File: src/rtl/mem_access_unit.sv
// Load/store unit between EX/MEM and a req/gnt/rvalid data bus.
// Stalls the pipeline per access; faults on illegal or misaligned requests and on bus timeout.
module mem_access_unit (
    input  logic        clk,
    input  logic        rst,
    input  logic        mem_request_in,
    input  logic        mem_request_write_in,
    input  logic [2:0]  funct3_in,
    input  logic [31:0] addr_in,
    input  logic [31:0] wdata_in,
    input  logic [4:0]  rd_in,
    output logic        dmem_req,
    output logic        dmem_we,
    output logic [31:0] dmem_addr,
    output logic [31:0] dmem_wdata,
    output logic [3:0]  dmem_be,
    input  logic        dmem_gnt,
    input  logic        dmem_rvalid,
    input  logic [31:0] dmem_rdata,
    output logic        stall_out,
    output logic        load_valid_out,
    output logic [31:0] load_data_out,
    output logic [4:0]  rd_out,
    output logic        fault_valid_out,
    output logic [1:0]  fault_cause_out
);

    typedef enum logic [1:0] {StIdle, StReq, StWaitR, StDone} state_e;

    state_e      state_q;
    logic [31:0] addr_q, wdata_q, load_data_q;
    logic [1:0]  off_q, fault_cause_q;
    logic [3:0]  be_q;
    logic [2:0]  funct3_q;
    logic [4:0]  rd_q, rd_out_q;
    logic        we_q, load_valid_q, fault_valid_q;
    logic [7:0]  wd_q;

    logic        legal, misaligned, accept;
    logic [3:0]  be_d;
    logic [31:0] wdata_d;

    always_comb begin
        legal = 1'b0;
        unique case (funct3_in)
            3'b000, 3'b001, 3'b010: legal = 1'b1;
            3'b100, 3'b101:         legal = ~mem_request_write_in;
            default:                legal = 1'b0;
        endcase
        misaligned = ((funct3_in[1:0] == 2'b01) && addr_in[0]) ||
                     ((funct3_in[1:0] == 2'b10) && (addr_in[1:0] != 2'b00));
        accept = (state_q == StIdle) && mem_request_in && legal && !misaligned;

        // Sub-word stores are replicated across lanes; the byte enables pick the live lane.
        be_d    = 4'b1111;
        wdata_d = wdata_in;
        case (funct3_in[1:0])
            2'b00: begin
                be_d    = 4'b0001 << addr_in[1:0];
                wdata_d = {4{wdata_in[7:0]}};
            end
            2'b01: begin
                be_d    = addr_in[1] ? 4'b1100 : 4'b0011;
                wdata_d = {2{wdata_in[15:0]}};
            end
            default: ;
        endcase
    end

    function automatic logic [31:0] extract(input logic [31:0] d, input logic [1:0] off,
                                            input logic [2:0] f3);
        logic [31:0] sh;
        sh = d >> {off, 3'b000};
        case (f3)
            3'b000:  return {{24{sh[7]}}, sh[7:0]};
            3'b001:  return {{16{sh[15]}}, sh[15:0]};
            3'b100:  return {24'h0, sh[7:0]};
            3'b101:  return {16'h0, sh[15:0]};
            default: return d;
        endcase
    endfunction

    always_ff @(posedge clk or negedge rst) begin
        if (!rst) begin
            state_q       <= StIdle;
            addr_q        <= '0;
            wdata_q       <= '0;
            load_data_q   <= '0;
            off_q         <= '0;
            fault_cause_q <= '0;
            be_q          <= '0;
            funct3_q      <= '0;
            rd_q          <= '0;
            rd_out_q      <= '0;
            we_q          <= 1'b0;
            load_valid_q  <= 1'b0;
            fault_valid_q <= 1'b0;
            wd_q          <= '0;
        end else begin
            load_valid_q  <= 1'b0;
            fault_valid_q <= 1'b0;
            unique case (state_q)
                StIdle: begin
                    if (mem_request_in) begin
                        if (!legal || misaligned) begin
                            fault_valid_q <= 1'b1;
                            fault_cause_q <= !legal ? 2'b10 : 2'b01;
                        end else begin
                            addr_q   <= {addr_in[31:2], 2'b00};
                            off_q    <= addr_in[1:0];
                            wdata_q  <= wdata_d;
                            be_q     <= be_d;
                            funct3_q <= funct3_in;
                            rd_q     <= rd_in;
                            we_q     <= mem_request_write_in;
                            wd_q     <= '0;
                            state_q  <= StReq;
                        end
                    end
                end
                StReq, StWaitR: begin
                    wd_q <= wd_q + 8'd1;
                    if (state_q == StReq && dmem_gnt && we_q) begin
                        state_q <= StDone;
                    end else if (dmem_rvalid && (state_q == StWaitR || dmem_gnt)) begin
                        load_data_q  <= extract(dmem_rdata, off_q, funct3_q);
                        rd_out_q     <= rd_q;
                        load_valid_q <= 1'b1;
                        state_q      <= StDone;
                    end else if (wd_q == 8'd254) begin
                        // 255th cycle spent waiting on the bus: give up.
                        fault_valid_q <= 1'b1;
                        fault_cause_q <= 2'b11;
                        state_q       <= StDone;
                    end else if (state_q == StReq && dmem_gnt) begin
                        state_q <= StWaitR;
                    end
                end
                StDone:  state_q <= StIdle;
                default: state_q <= StIdle;
            endcase
        end
    end

    assign dmem_req        = (state_q == StReq);
    assign dmem_we         = we_q & dmem_req;
    assign dmem_addr       = addr_q;
    assign dmem_wdata      = wdata_q;
    assign dmem_be         = be_q;
    assign stall_out       = (state_q == StReq) || (state_q == StWaitR) || accept;
    assign load_valid_out  = load_valid_q;
    assign load_data_out   = load_data_q;
    assign rd_out          = rd_out_q;
    assign fault_valid_out = fault_valid_q;
    assign fault_cause_out = fault_cause_q;

endmodule

File: config.mk
export PLATFORM = sky130hd
export DESIGN_NAME = mem_access_unit
export DESIGN_NICKNAME = d
export VERILOG_FILES = /design/src/rtl/mem_access_unit.sv
export SDC_FILE = /design/constraint.sdc
export NUM_CORES = 1
export LEC_CHECK = 0
export ABC_CLOCK_PERIOD_IN_PS = 4900
export CAP_MARGIN = 30
export CORE_ASPECT_RATIO = 1.25
export CORE_MARGIN = 4
export CORE_UTILIZATION = 32
export CTS_CLUSTER_SIZE = 28
export DETAILED_ROUTE_END_ITERATION = 10
export PLACE_DENSITY_LB_ADDON = 0.08
export SETUP_SLACK_MARGIN = 0.1
export SLEW_MARGIN = 5
export SYNTH_ARGS = -nofsm -noshare
export SYNTH_HDL_FRONTEND = slang
export SYNTH_SLANG_ARGS = --single-unit
File: constraint.sdc
create_clock -name clk -period 4.9 [get_ports clk]
set_input_delay 0.98 -clock clk [delete_from_list [all_inputs] [get_ports clk]]
set_output_delay 0.98 -clock clk [all_outputs]
set_load 0.03 [all_outputs]
==> reports/metrics.yaml, run 1 <==
grt_pass1_wl_microns: 29500
slew_headroom_pct: 37.97
drc: 0
ios: 222
utilization_pct: 48.84
place_congestion: 0.8287
cts_setup_buffers: 0
track_usage_pct: 17.92
hold_viol: 0
start_util_pct: 32.88
synth_cell_types: 46
cts_sinks: 128
vdd_drop_max_uv: 295.3
numCtsBuffers: 17
ys_async_sr_fraction_pct: 100.0
wl_microns: 18580
maxCapViolations: 0
setup_tns_ps: 0
diodes: 0
h-tree-depth: 4
num_rows: 55
syn_area_per_cell_sq_um: 8.817
synth_top_area_cell: "dfrtp_1"
yosysSeqAreaShare_pct: 53.42
min_period_ps: 4121
vias: 5479
fmax_mhz: 242.7
area_delta_synth_final_pct: 48.54
grt_overflow: 0
rsz0062_at_grt: "no"
nets: 1000
critical_path_class: "input pin to output port"
hold_ws_ps: 469.8
setup_viol: 0
fin_skew_ps: 8.686
netlist_area_sq_mm: 0.005996
synth_warnings: 0
worstPathArrival_ps: 3140
clock_path_buffers: 2
antenna_left: 0
coreArea_sq_mm: 0.01824
critPathRequiredTime_ps: 3920
slowest_stage: "clkdlybuf4s50_1"
slowest_delay_ps: 690
cellPowerDensity_mw_per_mm2: 679.8
status: "complete, no violations"
clk_pin_slew_ps: 50
grt_max_degree: 105
tritoncts: "yes"
via_per_inst: 4.879
worst_setup_path_start_kind: "input pin"
place.detailed.hpwl_microns: 13460
synth_edf_count: 0
drt-wirelength-per-cell_microns: 16.54
cpMostUsedCell: "clkdlybuf4s50_1"
antenna_found_initial: 0
die_h_microns: 161.0
synthTopCellsByArea: "dfrtp_1, nand2_1, mux2i_1, o21ai_0, nand3_1"
slew_violations: 0
cts_resized: 0
cp.buffers_inverters: 2
drt_iter0_markers: 348
worst_pin_slew_ps: 927.0
critPathTopFamily: "buffers and inverters"
drive_gt1_share_pct: 5.251
crit_chain: "clkdlybuf4s50_1, a221oi_1, nor2_1, or2_4, nand2_1, clkdlybuf4s50_1"
die-width_microns: 130.4
holdBufCountCts: 0
firstDrtPassIters: 4
synthFlopType: "dfrtp_1"
io_buffers: 219
insertion_delay_ps: 410
clock-root-buffer: "clkbuf_16"
power.leakage_nw: 4.044
synth-seq-cells: 128
cp-end-kind: "output port"
r2r_slack_ps: 2050
synth_cells: 680
hold_path.class: "flop to flop"
timing.final.crit_share_pct: 84.10
die_area_sq_mm: 0.02100
crit_fanout: 8
netlist.area_leader.share_pct: 53.42
grt_pass1_vias: 5596
sequential cells by signal, indices dropped and copies added (netlist names):
signal / cells
rd_q: 5
off_q: 2
dmem_be: 4
load_data_out: 32
rd_out: 5
fault_valid_out: 1
wd_q: 8
we_q: 1
load_valid_out: 1
funct3_q: 3
fault_cause_out: 2
dmem_wdata: 32
state_q: 2
dmem_addr: 30
worst min-delay path: cells and delay by family (launching register included):
family           cells  cell delay (ps)
AND/OR/NAND/NOR      2              100
flip-flops           1              340
per-layer routing:
layer / wire length (microns) / vias up / global-route usage [%]
met3: 1850 / 24 / 6.848
met5: 0 / - / 0
met1: 7505 / 2574 / 21.82
met2: 8882 / 194 / 28.85
met4: 335 / 0 / 6.455
li1: - / 2687 / -
kinds of logic (layout without fill, tap and decap cells):
logic type      Yosys count  in the layout  synth area share, %
other cells               1              2              0.06254
simple gates            322            322                22.00
buf+inv                  54            268                4.215
flops                   128            128                53.42
mux                      39             39                6.511
fa+ha+maj                 7              7                1.461
compound gates          129            129                12.33
metrics by stage:
step                setup slack [ps]  area, sq um  power (mW)  instances
finish                         779.2         8906       6.054       1123
CTS                            755.4         8879       6.135       1122
global placement               786.2         8339       4.897       1091
global route                   627.2         8906       6.488       1123
detailed placement             761.8         8339       4.940       1091
floorplan                       1576         6000       3.644        681
layout by cell type, fill, tap and decap left out, types with 3 or more instances in the layout:
| cell type | instances |
|---|---|
| a21oi_1 | 32 |
| buf_4 | 8 |
| clkbuf_16 | 17 |
| clkdlybuf4s50_1 | 218 |
| clkinv_2 | 5 |
| clkinvlp_4 | 5 |
| dfrtp_1 | 128 |
| ha_1 | 7 |
| inv_1 | 10 |
| mux2i_1 | 39 |
| nand2_1 | 240 |
| nand3_1 | 35 |
| nand4_1 | 3 |
| nor2_1 | 25 |
| nor3_1 | 4 |
| o21ai_0 | 58 |
| o21ai_1 | 14 |
| o22ai_1 | 7 |
cell usage after synthesis, drive strengths merged (2+ instances only):
cell / instances
inv: 10
o22ai: 7
buf: 17
ha: 7
o21ai: 73
nor3: 4
nor4: 2
clkbuf: 27
mux2i: 39
a22o: 2
nor2: 26
nand3: 35
o32a: 2
a31oi: 3
a21oi: 32
or4: 2
dfrtp: 128
nor2b: 2
and2: 2
nand3b: 2
nand2: 240
nand4: 3
power breakdown:
| group | internal [mW] | leakage (nW) | switching [mW] | total (mW) |
|---|---|---|---|---|
| registers | 1.54 | 1.60 | 0.371 | 1.91 |
| clock network | 0.702 | 0.253 | 0.456 | 1.16 |
| logic | 1.21 | 2.19 | 1.78 | 2.99 |
path summary, 6_finish.rpt:
| path | start | cells past startpoint | end |
|---|---|---|---|
| worst max-delay path | addr_in[0] | 6 | stall_out |
| worst min-delay path | rd_q[4] | 2 | rd_out[4] |
| worst max register to register | state_q[0] | 6 | load_data_out[15] |
| worst min register to register | rd_q[4] | 2 | rd_out[4] |
| max in group asynchronous | rst | 2 | rd_out[4] |
| min in group asynchronous | rst | 1 | load_data_out[0] |
area by class of cell:
class | instances | area, sq um
flip-flops and latches | 128 | 3203
repair buffers | 227 | 2270
well taps | 228 | 285.3
clock inverters | 11 | 92.59
multi-input cells | 499 | 2571
fillers | 1738 | 9330
clock buffers | 20 | 446.7
inverters | 10 | 37.54
No activity file was read; power rests on OpenSTA's default activity.
==> run 2, diff against run 1 <==
- ABC_CLOCK_PERIOD_IN_PS: 4900 -> 4050
- clock period: 4.9 -> 4.05 ns (I/O delays scaled with it)
==> run 2 against run 1 <==
Sequential share of layout area shrank 0.20 points. Cell count grew 0.53%. First-iteration DRC count shrank 5.5%. Clock power grew 23%. Via count grew 1.2%. Critical path depth is the same. Die area is the same. Critical path type unchanged. Flip-flop and latch count is the same.
==> reports/metrics.yaml, run 2 (same netlist as run 1, synthesis figures left out) <==
design_area_sq_mm: 0.008955  # was 0.008906 sq mm
cellPowerDensity_mw_per_mm2: 823.7  # was 679.8 mW/mm^2
start_util_pct: 32.88  # unchanged
antenna_left: 0  # unchanged
nets: 1005  # was 1000
drc: 0  # unchanged
fmax_mhz: 264.7
worstPathArrival_ps: 2970  # was 3140 ps
critical_path_class: "input pin to output port"  # unchanged
track_usage_pct: 18.33  # was 17.92%
numCtsBuffers: 17  # unchanged
grt_pass1_vias: 5748  # was 5596
grt_overflow: 0  # unchanged
drt_iter0_markers: 329  # was 348
vdd_drop_max_uv: 292.1  # was 295.3 uV
power.leakage_nw: 4.079  # was 4.044 nW
slew_violations: 0  # unchanged
hold_ws_ps: 269.8  # was 469.8 ps
via_per_inst: 4.910  # was 4.879
grt_pass1_wl_microns: 30200  # was 29500 microns
clk_pin_slew_ps: 50  # about the same
insertion_delay_ps: 410  # about the same
vias: 5543  # was 5479
pre_cts_slack_ps: 266.5  # was 761.8 ps
clock-root-buffer: "clkbuf_16"  # unchanged
grt_max_degree: 65  # was 105
final.setup.worst_slack_ps: 272.4  # was 779.2 ps
num_rows: 55  # unchanged
cts_sinks: 128  # unchanged
die-width_microns: 130.4  # unchanged
place.detailed.hpwl_microns: 13930  # was 13460 microns
antenna_found_initial: 0  # unchanged
wl_microns: 19020  # was 18580 microns
dpl_cell_area_sq_mm: 0.008404  # was 0.008339 sq mm
mostFrequentLayoutCell: "nand2_1"  # unchanged
worst_setup_path_start_kind: "input pin"  # unchanged
cp-end-kind: "output port"  # unchanged
ios: 222  # unchanged
coreArea_sq_mm: 0.01824  # unchanged
io_buffers: 219  # unchanged
rsz0062_at_grt: "no"  # unchanged
drive_gt1_share_pct: 5.882  # was 5.251%
timing.final.crit_share_pct: 93.27
min_period_ps: 3778
crit_fanout: 8  # unchanged
hold_viol: 0  # unchanged
critPathRequiredTime_ps: 3240  # was 3920 ps
clock_path_buffers: 2  # unchanged
cts_setup_buffers: 0  # unchanged
die_h_microns: 161.0  # unchanged
cts_resized: 0  # unchanged
maxCapViolations: 0  # unchanged
place_congestion: 0.8273  # was 0.8287
firstDrtPassIters: 5  # was 4
fillers: 1745  # was 1738
final_cell_mix: "nand2_1, clkdlybuf4s50_1, dfrtp_1"  # unchanged
holdBufCountCts: 0  # unchanged
slew_headroom_pct: 38.54  # was 37.97%
worst_pin_slew_ps: 921.9  # was 927.0 ps
h-tree-depth: 4  # unchanged
setup_tns_ps: 0  # unchanged
fin_skew_ps: 4.267  # was 8.686 ps
hold_path.class: "input pin to asynchronous set/reset pin"  # was flop to flop
die_area_sq_mm: 0.02100  # unchanged
tritoncts: "yes"  # unchanged
setup_viol: 0  # unchanged
area_delta_synth_final_pct: 49.35  # was 48.54%
diodes: 0  # unchanged
status: "complete, no violations"  # unchanged
drt-wirelength-per-cell_microns: 16.85  # was 16.54 microns
## run 2: final cells by class
type	instances	area [sq um]	share of cell area, %
Clock buffer	21	460.4	5.142
Clock inverter	11	90.09	1.006
Inverter	10	37.54	0.4192
Multi-Input combinational cell	499	2571	28.71
Sequential cell	128	3203	35.77
Tap cell	228	285.3	3.186
Timing Repair Buffer	232	2307	25.76
## run 2: final timing paths
check / from / to / slack [ps] / cells past startpoint
min in group clk: rd_q[1] / rd_out[1] / 470 / 2
min: rst / wd_q[0] / 270 / 1
min reg2reg: rd_q[1] / rd_out[1] / 470 / 2
max: addr_in[0] / stall_out / 270 / 6
max in group asynchronous: rst / dmem_addr[23] / 2840 / 3
max reg2reg: off_q[0] / load_data_out[16] / 1560 / 5
## run 2: power by group
| part | internal [mW] | switching [mW] |
|---|---|---|
| Combinational | 1.47 | 2.16 |
| Clock | 0.868 | 0.559 |
| Sequential | 1.86 | 0.461 |
## run 2: critical path: stages
cell and delay, ps:
clkdlybuf4s50_1 560, a221oi_1 430, nor2_1 140, or2_4 270
nand2_1 70, clkdlybuf4s50_1 680
## run 2: metrics by stage
step                      utilization (%)  std cells  power, mW
after floorplan                         -        681      4.409
after detailed placement            46.09       1097      6.007
final                               49.10       1129      7.376
after global placement              45.93       1096      5.943
after CTS                           49.10       1129      7.481
after global routing                49.10       1129      7.876
## run 2: routing by layer
metal	wire, microns	part of all wire [%]	GRT usage (%)
met4	323	1.7	5.800
met5	0	0	0
met2	9232	49	29.65
met3	1986	10	7.873
met1	7480	39	22.02
==> run 3, diff against run 2 <==
- RECOVER_POWER: unset -> 50
- TNS_END_PERCENT: unset -> 100
==> run 3 against run 2 <==
The flow now finishes with violations (max-capacitance violations, max-slew violations). Maximum frequency decreased by 2.0%. Clock skew about the same. Power decreased by 1.5%. Combinational power decreased by 3%. Cell area decreased by 0.82%. Core utilization decreased by 0.40 points. Die area unchanged. First-iteration DRC count decreased by 0.30%. Critical endpoint unchanged. Largest cell class unchanged. Largest power group unchanged.
==> reports/metrics.yaml, run 3 (same netlist as run 1, synthesis figures left out) <==
grt_max_degree: 65  # unchanged
coreArea_sq_mm: 0.01824  # unchanged
mostFrequentLayoutCell: "nand2_1"  # unchanged
start_util_pct: 32.88  # unchanged
drt-wirelength-per-cell_microns: 16.81  # was 16.85 microns
hold_path.class: "flop to flop"  # was input pin to asynchronous set/reset pin
final.setup.worst_slack_ps: 195.3  # was 272.4 ps
final_cell_mix: "nand2_1, clkdlybuf4s50_1, dfrtp_1"  # unchanged
grt_overflow: 0  # unchanged
fmax_mhz: 259.4  # was 264.7 MHz
via_per_inst: 4.915  # was 4.910
cts_sinks: 128  # unchanged
slowest_delay_ps: 680  # about the same
clock-root-buffer: "clkbuf_16"  # unchanged
grt_pass1_wl_microns: 30200  # unchanged
setup_viol: 0  # unchanged
drt_iter0_markers: 328  # was 329
critPathTopFamily: "buffers and inverters"  # unchanged
area_delta_synth_final_pct: 48.12  # was 49.35%
hold_viol: 0  # unchanged
worstPathArrival_ps: 3040  # was 2970 ps
vias: 5549  # was 5543
die_area_sq_mm: 0.02100  # unchanged
cellPowerDensity_mw_per_mm2: 818.1  # was 823.7 mW/mm^2
clk_pin_slew_ps: 60  # was 50 ps
fin_skew_ps: 4.732  # was 4.267 ps
critPathRequiredTime_ps: 3240  # about the same
antenna_found_initial: 1  # was 0
critical_path_class: "input pin to output port"  # unchanged
firstDrtPassIters: 5  # unchanged
hp-start: "dmem_addr[26]"
reg2reg_depth: 8  # was 5
power.leakage_nw: 4.120  # was 4.079 nW
slew_violations: 110  # was 0
status: "finished with violations"  # was complete, no violations
worst_setup_path_start_kind: "input pin"  # unchanged
h-tree-depth: 4  # unchanged
r2r_start: "state_q[0]"  # was off_q[0]
grt_pass1_vias: 5748  # unchanged
insertion_delay_ps: 410  # about the same
cp.buffers_inverters: 2  # unchanged
cp-end-kind: "output port"  # unchanged
tritoncts: "yes"  # unchanged
crit_cells: 6  # unchanged
place_congestion: 0.8273  # unchanged
setup_tns_ps: 0  # unchanged
die-width_microns: 130.4  # unchanged
slowest_stage: "clkdlybuf4s50_1"  # unchanged
die_h_microns: 161.0  # unchanged
track_usage_pct: 18.33  # unchanged
wl_microns: 18980  # was 19020 microns
r2r_slack_ps: 530  # was 1560 ps
cts_setup_buffers: 0  # unchanged
maxCapViolations: 2  # was 0
num_rows: 55  # unchanged
rr_endpoint: "load_data_out[27]"  # was load_data_out[16]
hold_depth: 2
vdd_drop_max_uv: 292.1  # about the same
min_to: "dmem_addr[26]"
holdBufCountCts: 0  # unchanged
worst_pin_slew_ps: 1951  # was 921.9 ps
crit_chain: "dlygate4sd3_1, a221oi_1, nor2_1, or2_4, nand2_1, clkdlybuf4s50_1"  # was clkdlybuf4s50_1, a221oi_1, nor2_1, or2_4, nand2_1, clkdlybuf4s50_1
clock_path_buffers: 2  # unchanged
place.detailed.hpwl_microns: 13930  # unchanged
drive_gt1_share_pct: 5.327  # was 5.882%
nets: 1005  # unchanged
ios: 222  # unchanged
min_period_ps: 3855  # was 3778 ps
crit_fanout: 8  # unchanged
antenna_left: 0  # unchanged
numCtsBuffers: 17  # unchanged
diodes: 0  # unchanged
cts_resized: 0  # unchanged
violations: "max-capacitance violations, max-slew violations"
slew_headroom_pct: -30.08  # was 38.54%
timing.final.crit_share_pct: 95.18  # was 93.27%
io_buffers: 219  # unchanged
drc: 0  # unchanged
rsz0062_at_grt: "no"  # unchanged
pre_cts_slack_ps: 266.5  # unchanged
-- run 3: cell types whose count changed in the layout (fill, tap and decap cells not counted), sizes merged --
cell	delta
buf	-7
dlygate4sd3	+45
clkbuf	+7
clkdlybuf4s50	-45
-- run 3: power by group --
group	switching, mW	internal (mW)	total, mW	leakage [nW]
logic	2.15	1.38	3.53	2.25
clock network	0.556	0.868	1.42	0.264
registers	0.452	1.86	2.31	1.60
total	3.15	4.11	7.27	4.12
-- run 3: how the worst max path moves through the flow --
stage / startpoint / end / slack (ps)
after floorplan: funct3_in[0] / stall_out / 1070
after global placement: addr_in[0] / stall_out / 280
after detailed placement: addr_in[0] / stall_out / 270
after CTS: addr_in[0] / stall_out / 260
after global routing: dmem_gnt / load_data_out[18] / 90
final: addr_in[0] / stall_out / 200
-- run 3: tightest hold or removal path, stage by stage, from the launching register on --
cell	delay, ps
dfrtp_1	340
nand2_1	50
nand2_1	50
-- run 3: per-stage QoR --
| stage | std cells | area, sq um | utilization (%) | power (mW) | hold slack, ps |
|---|---|---|---|---|---|
| final | 1129 | 8881 | 48.70 | 7.265 | 470.8 |
| after CTS | 1129 | 8955 | 49.10 | 7.481 | 249.5 |
| after floorplan | 681 | 6000 | - | 4.409 | 438.0 |
| after detailed placement | 1097 | 8404 | 46.09 | 6.007 | 457.9 |
| after global routing | 1129 | 8881 | 48.70 | 7.768 | 483.1 |
| after global placement | 1096 | 8377 | 45.93 | 5.943 | 453.6 |
-- run 3: area by class of cell --
type,instances,area [sq um]
sequential,128,3203
timing repair buffer,232,2266
tap,228,285.3
clock inverter,11,90.09
fill,1758,9355
inverter,10,37.54
clock buffer,21,460.4
multi-input combinational,499,2539
-- run 3: metal layers --
metal / part of all wire (%) / vias to the layer above / wire length, microns / track usage [%]
met2: 49 / 215 / 9261 / 29.65
li1: - / 2687 / - / -
met3: 10 / 27 / 1928 / 7.873
met5: 0.037 / - / 7 / 0
met4: 1.7 / 2 / 323 / 5.800
met1: 39 / 2618 / 7462 / 22.02
